[src/rtl/serial_adder_ctrl.sv]
// Bit-serial WIDTH-bit adder: one full_adder cell processes one bit per clock, LSB first.
// Define SERIAL_ADDER_OVF_EN to add a registered two's-complement overflow output (ovf).

module full_adder (
  input  logic a,
  input  logic b,
  input  logic cin,
  output logic s,
  output logic c
);
  assign s = a ^ b ^ cin;
  assign c = (a & b) | (cin & (a ^ b));
endmodule

module serial_adder_ctrl #(
  parameter int WIDTH = 8
) (
  input  logic             clk,
  input  logic             rst_n,
  input  logic             in_valid,
  output logic             in_ready,
  input  logic [WIDTH-1:0] a,
  input  logic [WIDTH-1:0] b,
  input  logic             cin,
  output logic             out_valid,
  input  logic             out_ready,
  output logic [WIDTH-1:0] sum,
  output logic             cout,
`ifdef SERIAL_ADDER_OVF_EN
  output logic             ovf,
`endif
  output logic             busy
);

  localparam int CW = (WIDTH > 1) ? $clog2(WIDTH) : 1;
  localparam logic [CW-1:0] CNT_LAST = CW'(WIDTH - 1);

  typedef enum logic [1:0] {IDLE, RUN, DONE} state_e;

  state_e           state_q, state_d;
  logic [WIDTH-1:0] a_sr_q, a_sr_d;
  logic [WIDTH-1:0] b_sr_q, b_sr_d;
  logic [WIDTH-1:0] sum_sr_q, sum_sr_d;
  logic             carry_q, carry_d;
  logic [CW-1:0]    cnt_q, cnt_d;
  logic [WIDTH-1:0] sum_q, sum_d;
  logic             cout_q, cout_d;
  logic             out_valid_q, out_valid_d;
`ifdef SERIAL_ADDER_OVF_EN
  logic             ovf_q, ovf_d;
`endif

  logic             fa_s;
  logic             fa_c;
  logic [WIDTH-1:0] sum_shift;

  full_adder u_fa (
    .a   (a_sr_q[0]),
    .b   (b_sr_q[0]),
    .cin (carry_q),
    .s   (fa_s),
    .c   (fa_c)
  );

  // New sum bit enters at the MSB; written this way so WIDTH=1 needs no special slice.
  assign sum_shift = (sum_sr_q >> 1) | (WIDTH'(fa_s) << (WIDTH - 1));

  always_ff @(posedge clk or negedge rst_n) begin
    if (!rst_n) begin
      state_q     <= IDLE;
      a_sr_q      <= '0;
      b_sr_q      <= '0;
      sum_sr_q    <= '0;
      carry_q     <= 1'b0;
      cnt_q       <= '0;
      sum_q       <= '0;
      cout_q      <= 1'b0;
      out_valid_q <= 1'b0;
`ifdef SERIAL_ADDER_OVF_EN
      ovf_q       <= 1'b0;
`endif
    end else begin
      state_q     <= state_d;
      a_sr_q      <= a_sr_d;
      b_sr_q      <= b_sr_d;
      sum_sr_q    <= sum_sr_d;
      carry_q     <= carry_d;
      cnt_q       <= cnt_d;
      sum_q       <= sum_d;
      cout_q      <= cout_d;
      out_valid_q <= out_valid_d;
`ifdef SERIAL_ADDER_OVF_EN
      ovf_q       <= ovf_d;
`endif
    end
  end

  always_comb begin
    state_d     = state_q;
    a_sr_d      = a_sr_q;
    b_sr_d      = b_sr_q;
    sum_sr_d    = sum_sr_q;
    carry_d     = carry_q;
    cnt_d       = cnt_q;
    sum_d       = sum_q;
    cout_d      = cout_q;
    out_valid_d = out_valid_q;
`ifdef SERIAL_ADDER_OVF_EN
    ovf_d       = ovf_q;
`endif
    case (state_q)
      IDLE: begin
        if (in_valid) begin
          a_sr_d  = a;
          b_sr_d  = b;
          carry_d = cin;
          cnt_d   = '0;
          state_d = RUN;
        end
      end
      RUN: begin
        a_sr_d   = a_sr_q >> 1;
        b_sr_d   = b_sr_q >> 1;
        sum_sr_d = sum_shift;
        carry_d  = fa_c;
        cnt_d    = cnt_q + 1'b1;
        if (cnt_q == CNT_LAST) begin
          sum_d       = sum_shift;
          cout_d      = fa_c;
          out_valid_d = 1'b1;
`ifdef SERIAL_ADDER_OVF_EN
          // carry_q is the carry into the MSB during the final step
          ovf_d       = carry_q ^ fa_c;
`endif
          state_d     = DONE;
        end
      end
      DONE: begin
        if (out_ready) begin
          out_valid_d = 1'b0;
          state_d     = IDLE;
        end
      end
      default: state_d = IDLE;
    endcase
  end

  assign in_ready  = (state_q == IDLE);
  assign busy      = (state_q == RUN);
  assign out_valid = out_valid_q;
  assign sum       = sum_q;
  assign cout      = cout_q;
`ifdef SERIAL_ADDER_OVF_EN
  assign ovf       = ovf_q;
`endif

endmodule
[config.mk]
export PLATFORM = sky130hd
export DESIGN_NAME = serial_adder_ctrl
export DESIGN_NICKNAME = d
export VERILOG_FILES = /design/src/rtl/serial_adder_ctrl.sv
export SDC_FILE = /design/constraint.sdc
export NUM_CORES = 1
export LEC_CHECK = 0
export ABC_CLOCK_PERIOD_IN_PS = 1500
export BUFFER_PORTS_ARGS = -buffer_cell sky130_fd_sc_hd__buf_4
export CAP_MARGIN = 10
export CORE_MARGIN = 3
export CORE_UTILIZATION = 49
export CTS_CLUSTER_SIZE = 40
export DETAILED_ROUTE_END_ITERATION = 16
export HOLD_SLACK_MARGIN = 0.05
export PLACE_DENSITY_LB_ADDON = 0.08
export SYNTH_ARGS = -nofsm -noshare
export SYNTH_HDL_FRONTEND = slang
export SYNTH_SLANG_ARGS = --single-unit
[constraint.sdc]
create_clock -name clk -period 1.5 [get_ports clk]
set_input_delay 0.225 -clock clk [delete_from_list [all_inputs] [get_ports clk]]
set_output_delay 0.225 -clock clk [all_outputs]
set_load 0.02 [all_outputs]
==> results.json, run 1 <==
{
  "finalCritPeriodShare_pct": 97.0,
  "grt_overflow": 0,
  "clock_skew_ps": 11.3,
  "drv_cap": 0,
  "ys_types": 27,
  "yosys.area_share.adder_pct": 2.55,
  "cts_tree": "built",
  "clk_latency_ps": 350,
  "clockBufferDepth": 2,
  "slew_viol_final": 0,
  "io_pins": 33,
  "pre_cts_ws_ps": -0.772,
  "vias": 1270,
  "wl_per_cell_um": 14.8,
  "grt_pass1_wl_um": 5750,
  "path_cells": "ha_2, ha_4, nand3b_1, buf_12, mux2_2",
  "synth_seq_cells": 39,
  "muxShareOfSynthArea_pct": 10.8,
  "grt_pass1_vias": 1224,
  "syn_area_per_cell_um2": 12.7,
  "numCtsBuffers": 5,
  "vias_per_cell": 5.45,
  "fp.dieW_um": 66.0,
  "async_flop_share_pct": 100,
  "yosys-top-cells-area": "dfrtp_1 (55%), mux2_2 (10%), nor4b_1 (4.0%), nor3b_1 (3.8%), a211oi_1 (3.4%)",
  "grt.total_usage_pct": 17.6,
  "gp_congestion": 0.755,
  "dp_hpwl_um": 2370,
  "die_height_um": 66.0,
  "dieArea_mm2": 0.00436,
  "crit_slowest_cell": "dfrtp_1",
  "syn_inst": 139,
  "cts_root_buf": "clkbuf_4",
  "synth.most_common_cell": "dfrtp_1",
  "synth-edff-count": 0,
  "drc_errors": 0,
  "setup_viol": 0,
  "leakagePower_uw": 0.00105,
  "num_rows": 21,
  "synthDominantCellAreaShare_pct": 55.2,
  "htree_levels": 2,
  "status": "finished, final reports clean",
  "insertedDiodeCount": 0,
  "synth_area_leader_cell": "dfrtp_1",
  "hold_path_class": "in2reg",
  "path_class": "reg2reg",
  "vdd_drop_max_mv": 0.964,
  "arrival_ps": 1700,
  "drive_above_1_share_pct": 44.4,
  "clkTransAtPathRegs_ps": 120,
  "synth_ff_type": "dfrtp_1",
  "grt_max_degree": 40,
  "hold_violations": 0,
  "synthTopCellsByCount": "dfrtp_1 (39), mux2_2 (16), inv_1 (12)",
  "synth_compound_area_share_pct": 12.1,
  "relSlewSlack_pct": 68.4,
  "fin_hold_ws_ps": 134,
  "initial_core_util_pct": 51.7,
  "ys_warn_count": 0,
  "io_buffers": 32,
  "crit_path_end_kind": "register",
  "area_growth_pct": 31.1,
  "synth_area_mm2": 0.00177,
  "power_density_mw_per_mm2": 2070,
  "final_area_mm2": 0.00232,
  "nFillCells": 270,
  "firstDrtPassIters": 4,
  "nets": 210,
  "power.total_uw": 4790,
  "tightest_slew_ps": 474,
  "yosys.area_share.xor_xnor_pct": 0,
  "cp_max_fo": 10,
  "place_area_mm2": 0.00213,
  "rsz0062_at_grt": "yes",
  "synth-simple-area-share_pct": 13.9,
  "setup_slack_ps": 45.7,
  "cp_slowest_stage_delay_ps": 410,
  "cts_sinks": 39,
  "fin_setup_tns_ps": 0,
  "seq_area_frac_synth_pct": 55.2,
  "drt_iter0_drc": 53,
  "max_clock_freq_mhz": 688,
  "crit_required_ps": 1740,
  "finalCriticalPeriod_ps": 1450,
  "synthesis.nets": 163,
  "drt-total-wl_um": 3440,
  "startpoint_type": "register",
  "synth_top_family_by_area": "simple AND/OR/NAND/NOR gates",
  "drtAntennaViolNets": 0,
  "fp.coreArea_mm2": 0.00342,
  "antenna_found_initial": 0
}
[per-layer routing]
layer  routed length [um]  part of all wire, %  GRT usage [%]  vias up
li1                     -                    -              -      600
met1                 1580                   46           22.8      639
met2                 1670                   48           27.8       25
met3                  135                  3.9           5.10        6
met4                   54                  1.6           6.85        0
met5                    0                    0              0        -
[state kept, by name, summed over array words and instances (netlist names)]
name	cells
a_sr_q	8
b_sr_q	8
carry_q	1
cnt_q	3
cout	1
out_valid	1
state_q	2
sum	8
sum_sr_q	7
[cells by family after synthesis]
logic type,after synthesis
AOI/OAI and AO/OA,25
adders and majority gates,3
buffers and inverters,23
DFF,39
muxes,17
and+or+nand+nor,32
[report_power, final]
| part | leakage, uW | internal [uW] | switching [uW] |
|---|---|---|---|
| combinational | 0.000543 | 1230 | 986 |
| clock | 0.0000482 | 394 | 351 |
| sequential | 0.000458 | 1540 | 290 |
| total | 0.00105 | 3160 | 1630 |
[through the flow]
step	instances	utilization [%]
2_1_floorplan	139	-
3_3_place_gp	218	62.3
3_5_place_dp	218	62.3
4_1_cts	229	66.1
5_1_grt	233	67.8
6_report	233	67.8
[final timing paths]
kind,to,slack [ps],depth (start not counted),start
min in group asynchronous,b_sr_q[3],360,2,rst_n
worst max register to register,sum[2],50,5,cnt_q[1]
worst min-delay path,b_sr_q[7],130,2,b[7]
worst max-delay path,sum[2],50,5,cnt_q[1]
worst min register to register,b_sr_q[7],510,1,b_sr_q[7]
max in group asynchronous,b_sr_q[7],800,2,rst_n
[final cells by class]
class	instances	area (um^2)	share of cell area, %
clock buffer	6	51.3	2.22
clock inverter	2	35.0	1.51
inverter	12	47.5	2.05
multi-input combinational	77	728	31.4
sequential	39	976	42.1
tap	46	57.6	2.49
timing repair buffer	51	420	18.2
[cells in the final DEF, fill, tap and decap left out, types with 2 or more instances in the layout]
master,Yosys,layout
mux2_2,16,15
buf_4,0,45
buf_12,0,2
buf_6,0,2
nor3b_1,9,9
or4b_1,4,4
inv_1,12,11
dfrtp_1,39,39
nor2b_1,3,3
o221a_2,4,4
nand2b_1,5,4
a22o_1,2,2
nor4b_1,8,8
dlygate4sd3_1,0,2
a222oi_1,3,3
a211oi_1,8,8
clkbuf_4,0,5
a21oi_1,2,2
[critical path, delay by kind of cell (launching register included)]
family	cells	cell delay [ps]
adder cells (fa/ha/maj)	2	350
buffers and inverters	1	140
flip-flops	1	410
multiplexers	1	330
AND/OR/NAND/NOR	1	120
[timing repair]
item | CTS | global route
gates resized for setup | 6 | 6
buffers inserted | 1 | 4
setup endpoints to repair | 10 | 11
hold endpoints to repair | 40 | 0
pin swaps | 1 | 1
hold buffers | 2 | 0
Power figures use the tool's default switching activity.
==> run 2, diff against run 1 <==
- CORE_ASPECT_RATIO: default -> 1.5
- CTS_CLUSTER_DIAMETER: default -> 80
==> results.json, run 2 (synthesis gave the netlist of run 1 again) <==
{
  "die_height_um": 79.5,
  "drc_errors": 0,
  "max_clock_freq_mhz": 678,
  "grt.total_usage_pct": 20.3,
  "area_growth_pct": 31.2,
  "clock_skew_ps": 9.41,
  "fp.dieW_um": 55.0,
  "drt_iter0_drc": 28,
  "grt_max_degree": 40,
  "drt-total-wl_um": 3740,
  "initial_core_util_pct": 51.2,
  "leakagePower_uw": 0.00107,
  "crit_path_end_kind": "register",
  "reg2reg_from": "cnt_q[1]",
  "rrSetupSlack_ps": 30,
  "dp_hpwl_um": 2570,
  "status": "finished, final reports clean",
  "clockBufferDepth": 2,
  "min_to": "state_q[1]",
  "startpoint_type": "register",
  "cp_max_fo": 10,
  "grt-busiest-layer": "met2",
  "grt_overflow": 0,
  "regArea_um2": 977,
  "grtUsageMet3_pct": 4.67,
  "htree_levels": 2,
  "cts_sinks": 39,
  "crit_required_ps": 1670,
  "wl_per_cell_um": 16.4,
  "layout_common_cells": "buf_4 (47), dfrtp_1 (38), mux2_2 (14)",
  "fp.coreArea_mm2": 0.00345,
  "setup_viol": 0,
  "cts_tree": "built",
  "final_common_cell": "buf_4",
  "grtUsageMet1_pct": 25.8,
  "grt_pass1_wl_um": 6510,
  "dieArea_mm2": 0.00438,
  "clkTransAtPathRegs_ps": 80,
  "io_buffers": 32,
  "insertedDiodeCount": 0,
  "pre_cts_ws_ps": 9.90,
  "vias": 1276,
  "antenna_found_initial": 0,
  "fin_hold_ws_ps": 135,
  "drtAntennaViolNets": 0,
  "numCtsBuffers": 5,
  "arrival_ps": 1650,
  "grt_pass1_vias": 1371,
  "tightest_slew_ps": 488,
  "drive_above_1_share_pct": 43.5,
  "vdd_drop_max_mv": 1.08,
  "finalCriticalPeriod_ps": 1470,
  "setup_slack_ps": 25.2,
  "clk_latency_ps": 290,
  "nets": 209,
  "finalCritPeriodShare_pct": 98.3,
  "hold_violations": 0,
  "path_class": "reg2reg",
  "firstDrtPassIters": 4,
  "io_pins": 33,
  "rsz0062_at_grt": "yes",
  "cts_root_buf": "clkbuf_8",
  "rr_endpoint": "cout",
  "gp_congestion": 0.733,
  "power.total_uw": 4990,
  "multiInputGateArea_um2": 707,
  "hold_path_class": "in2reg",
  "grt_use_met2_pct": 33.3,
  "drv_cap": 0,
  "holdCritStartpoint": "out_ready",
  "nFillCells": 268,
  "slew_viol_final": 0,
  "vias_per_cell": 5.60,
  "relSlewSlack_pct": 67.4,
  "power_density_mw_per_mm2": 2150,
  "num_rows": 26,
  "reg2reg_depth": 5,
  "worstHoldPathCells": 2
}
==> run 2: changes by cell type in the layout (fill, tap and decap cells not counted), moves of 2 or more <==
cell	change
buf_6	-2
buf_4	+2
clkbuf_8	+4
clkbuf_4	-5
==> run 2: final cells by class <==
cell class	instances	share of cell area, %
flip-flops and latches	39	42.2
multi-input cells	77	30.5
repair buffers	50	17.4
clock buffers	6	3.13
clock inverters	2	2.59
well taps	42	2.27
inverters	12	1.94
==> run 2: critical path, stage by stage (launching register included) <==
cell and delay [ps]:
dfrtp_1 410, ha_2 180, ha_2 170, nand3b_1 120, buf_12 150, mux2_2 330
==> run 2: power by group <==
part           internal, uW  switching, uW  leakage [uW]
registers              1550            309      0.000456
logic                  1160            959      0.000544
clock network           665            352     0.0000654
total                  3370           1620       0.00107
==> run 2: worst max-delay path by stage <==
stage,from,to,slack [ps],cells after the start
CTS,cnt_q[1],sum[4],20,5
finish,cnt_q[1],cout,30,5
detailed placement,cnt_q[1],sum[4],10,5
global route,cnt_q[0],sum[2],-10,5
floorplan,cnt_q[0],cout,20,5
global placement,cnt_q[0],sum[4],50,5
==> run 2: metrics by stage <==
stage,TNS [ps],util (%),area [um^2],std cells
5_1_grt,-61.5,67.2,2320,228
4_1_cts,0,66.5,2290,226
3_3_place_gp,0,61.6,2120,214
2_1_floorplan,0,-,1770,139
3_5_place_dp,0,61.6,2120,214
6_report,0,67.2,2320,228
==> run 2: metal layers <==
layer,vias up,share of wire [%]
met5,-,0
met4,0,1.7
met3,9,3.6
met2,32,54
met1,634,41
li1,601,-
==> run 2: what timing repair did <==
| action | 4_1_cts | 5_1_grt |
|---|---|---|
| resized for setup | 3 | 3 |
| hold endpoints to repair | 39 | 0 |
| hold buffers | 1 | 0 |
| endpoints found under the setup margin | 3 | 9 |
| setup buffers | 3 | 2 |
==> run 3, diff against run 2 <==
- GPL_TIMING_DRIVEN: default -> 0
- RECOVER_POWER: default -> 25
==> results.json, run 3 (synthesis gave the netlist of run 1 again) <==
{
  "gp_congestion": 0.780,
  "drv_cap": 0,
  "power.share.clock_pct": 18.5,
  "nets": 211,
  "fin_setup_tns_ps": -75.4,
  "vdd_drop_max_mv": 1.12,
  "fin_hold_ws_ps": 131,
  "crit_required_ps": 1670,
  "initial_core_util_pct": 51.2,
  "cts_tree": "built",
  "path_cells": "ha_2, ha_4, nand3b_1, buf_6, mux2_2",
  "cts_sinks": 39,
  "cp_max_fo": 5,
  "vias_per_cell": 5.63,
  "crit_slowest_cell": "dfrtp_1",
  "grt.total_usage_pct": 19.8,
  "io_buffers": 32,
  "fp.coreArea_mm2": 0.00345,
  "grt_pass1_wl_um": 6200,
  "drt-total-wl_um": 3960,
  "seqPwrFrac_pct": 38.0,
  "finalCriticalPeriod_ps": 1520,
  "startpoint_type": "register",
  "numCtsBuffers": 5,
  "grt_max_degree": 40,
  "area_growth_pct": 30.5,
  "tightest_slew_ps": 969,
  "setup_viol": 4,
  "arrival_ps": 1690,
  "path_class": "reg2reg",
  "layout_common_cells": "buf_4 (39), dfrtp_1 (39), inv_1 (11), mux2_2 (11), nor3b_1 (9)",
  "vias": 1296,
  "drive_above_1_share_pct": 44.1,
  "p_sw_share_pct": 34.0,
  "num_rows": 26,
  "firstDrtPassIters": 5,
  "status": "finished with violations",
  "wl_per_cell_um": 17.2,
  "dieArea_mm2": 0.00438,
  "slew_viol_final": 0,
  "grt_overflow": 0,
  "hold_violations": 0,
  "die_height_um": 79.5,
  "hold_path_class": "in2reg",
  "grt_pass1_vias": 1324,
  "p_switching_uw": 1660,
  "fp.dieW_um": 55.0,
  "power_density_mw_per_mm2": 2110,
  "final_area_mm2": 0.00231,
  "io_pins": 33,
  "relSlewSlack_pct": 35.4,
  "clk_latency_ps": 290,
  "multiInputGateArea_um2": 739,
  "dp_hpwl_um": 2750,
  "nFillCells": 258,
  "cp_slowest_stage_delay_ps": 390,
  "insertedDiodeCount": 0,
  "antenna_found_initial": 0,
  "htree_levels": 2,
  "drtAntennaViolNets": 0,
  "finalCritPeriodShare_pct": 101,
  "max_clock_freq_mhz": 657,
  "leakagePower_uw": 0.00107,
  "p_int_uw": 3220,
  "pwr-share-comb_pct": 43.6,
  "clock_skew_ps": 10.0,
  "regArea_um2": 976,
  "crit_path_end_kind": "register",
  "rsz0062_at_grt": "yes",
  "cts_root_buf": "clkbuf_8",
  "violations": "setup timing",
  "clkTransAtPathRegs_ps": 80,
  "place_area_mm2": 0.00206,
  "clockBufferDepth": 2,
  "drt_iter0_drc": 58,
  "setup_slack_ps": -21.4,
  "drc_errors": 0
}
==> run 3: cell count changes in the layout (fill, tap and decap cells not counted), sizes merged <==
| cell | previous run | this run |
|---|---|---|
| clkbuf | 6 | 11 |
| buf | 49 | 46 |
| clkinv | 0 | 1 |
| bufinv | 2 | 1 |
==> run 3: power by group through the flow <==
stage          Combinational, uW  Sequential, uW  Clock [uW]
6_report                    2120            1850         899
5_1_grt                     2300            1910         973
4_1_cts                     2000            1840         910
3_5_place_dp                1900            1860           0
3_3_place_gp                1830            1830           0
2_1_floorplan               1190            1920           0
==> run 3: repair_timing <==
item                                    in CTS  in global routing
hold buffers                                 1                  0
endpoints found under the hold margin       39                  0
pin swaps                                    0                  1
endpoints found under the setup margin      10                 18
gates resized for setup                      9                 13
cloned                                       1                  0
setup buffers                                3                  4
==> run 3: critical path, delay by kind of cell, from the launching register on <==
kind / cells / cell delay (ps)
flops: 1 / 390
buf+inv: 1 / 160
simple gates: 1 / 160
fa+ha+maj: 2 / 370
mux: 1 / 330
==> run 3: worst paths after layout <==
| path | depth (start not counted) | from | slack (ps) | end |
|---|---|---|---|---|
| hold / removal | 2 | out_ready | 130 | state_q[1] |
| setup / recovery | 5 | cnt_q[0] | -20 | sum[2] |
| setup reg to reg | 5 | cnt_q[0] | -20 | sum[2] |
| min in group asynchronous | 2 | rst_n | 620 | b_sr_q[0] |
| hold reg to reg | 1 | sum[4] | 510 | sum[4] |
| max in group asynchronous | 2 | rst_n | 280 | cnt_q[0] |
==> run 3: area by class of cell <==
class | count | area share [%]
multi-input combinational | 77 | 32.1
tap | 42 | 2.28
sequential | 39 | 42.3
clock inverter | 2 | 1.52
buffer | 11 | 2.77
timing repair buffer | 41 | 13.5
clock buffer | 6 | 3.58
inverter | 12 | 1.95
==> run 3: metrics by stage <==
step / util (%) / total power [uW] / cells / setup WS (ps)
after floorplan: - / 3110 / 139 / 15.5
after global placement: 59.7 / 3660 / 213 / -152
after detailed placement: 59.7 / 3760 / 213 / -166
after CTS: 65.2 / 4760 / 226 / -4.78
after global routing: 66.9 / 5180 / 230 / -50.8
final: 66.9 / 4870 / 230 / -21.4
==> run 3: metal layers <==
metal	vias to the layer above	track usage, %	wire length (um)
met4	0	6.57	72
met5	-	0	0
li1	606	-	-
met1	644	22.4	1590
met3	8	4.86	169
met2	38	34.7	2130
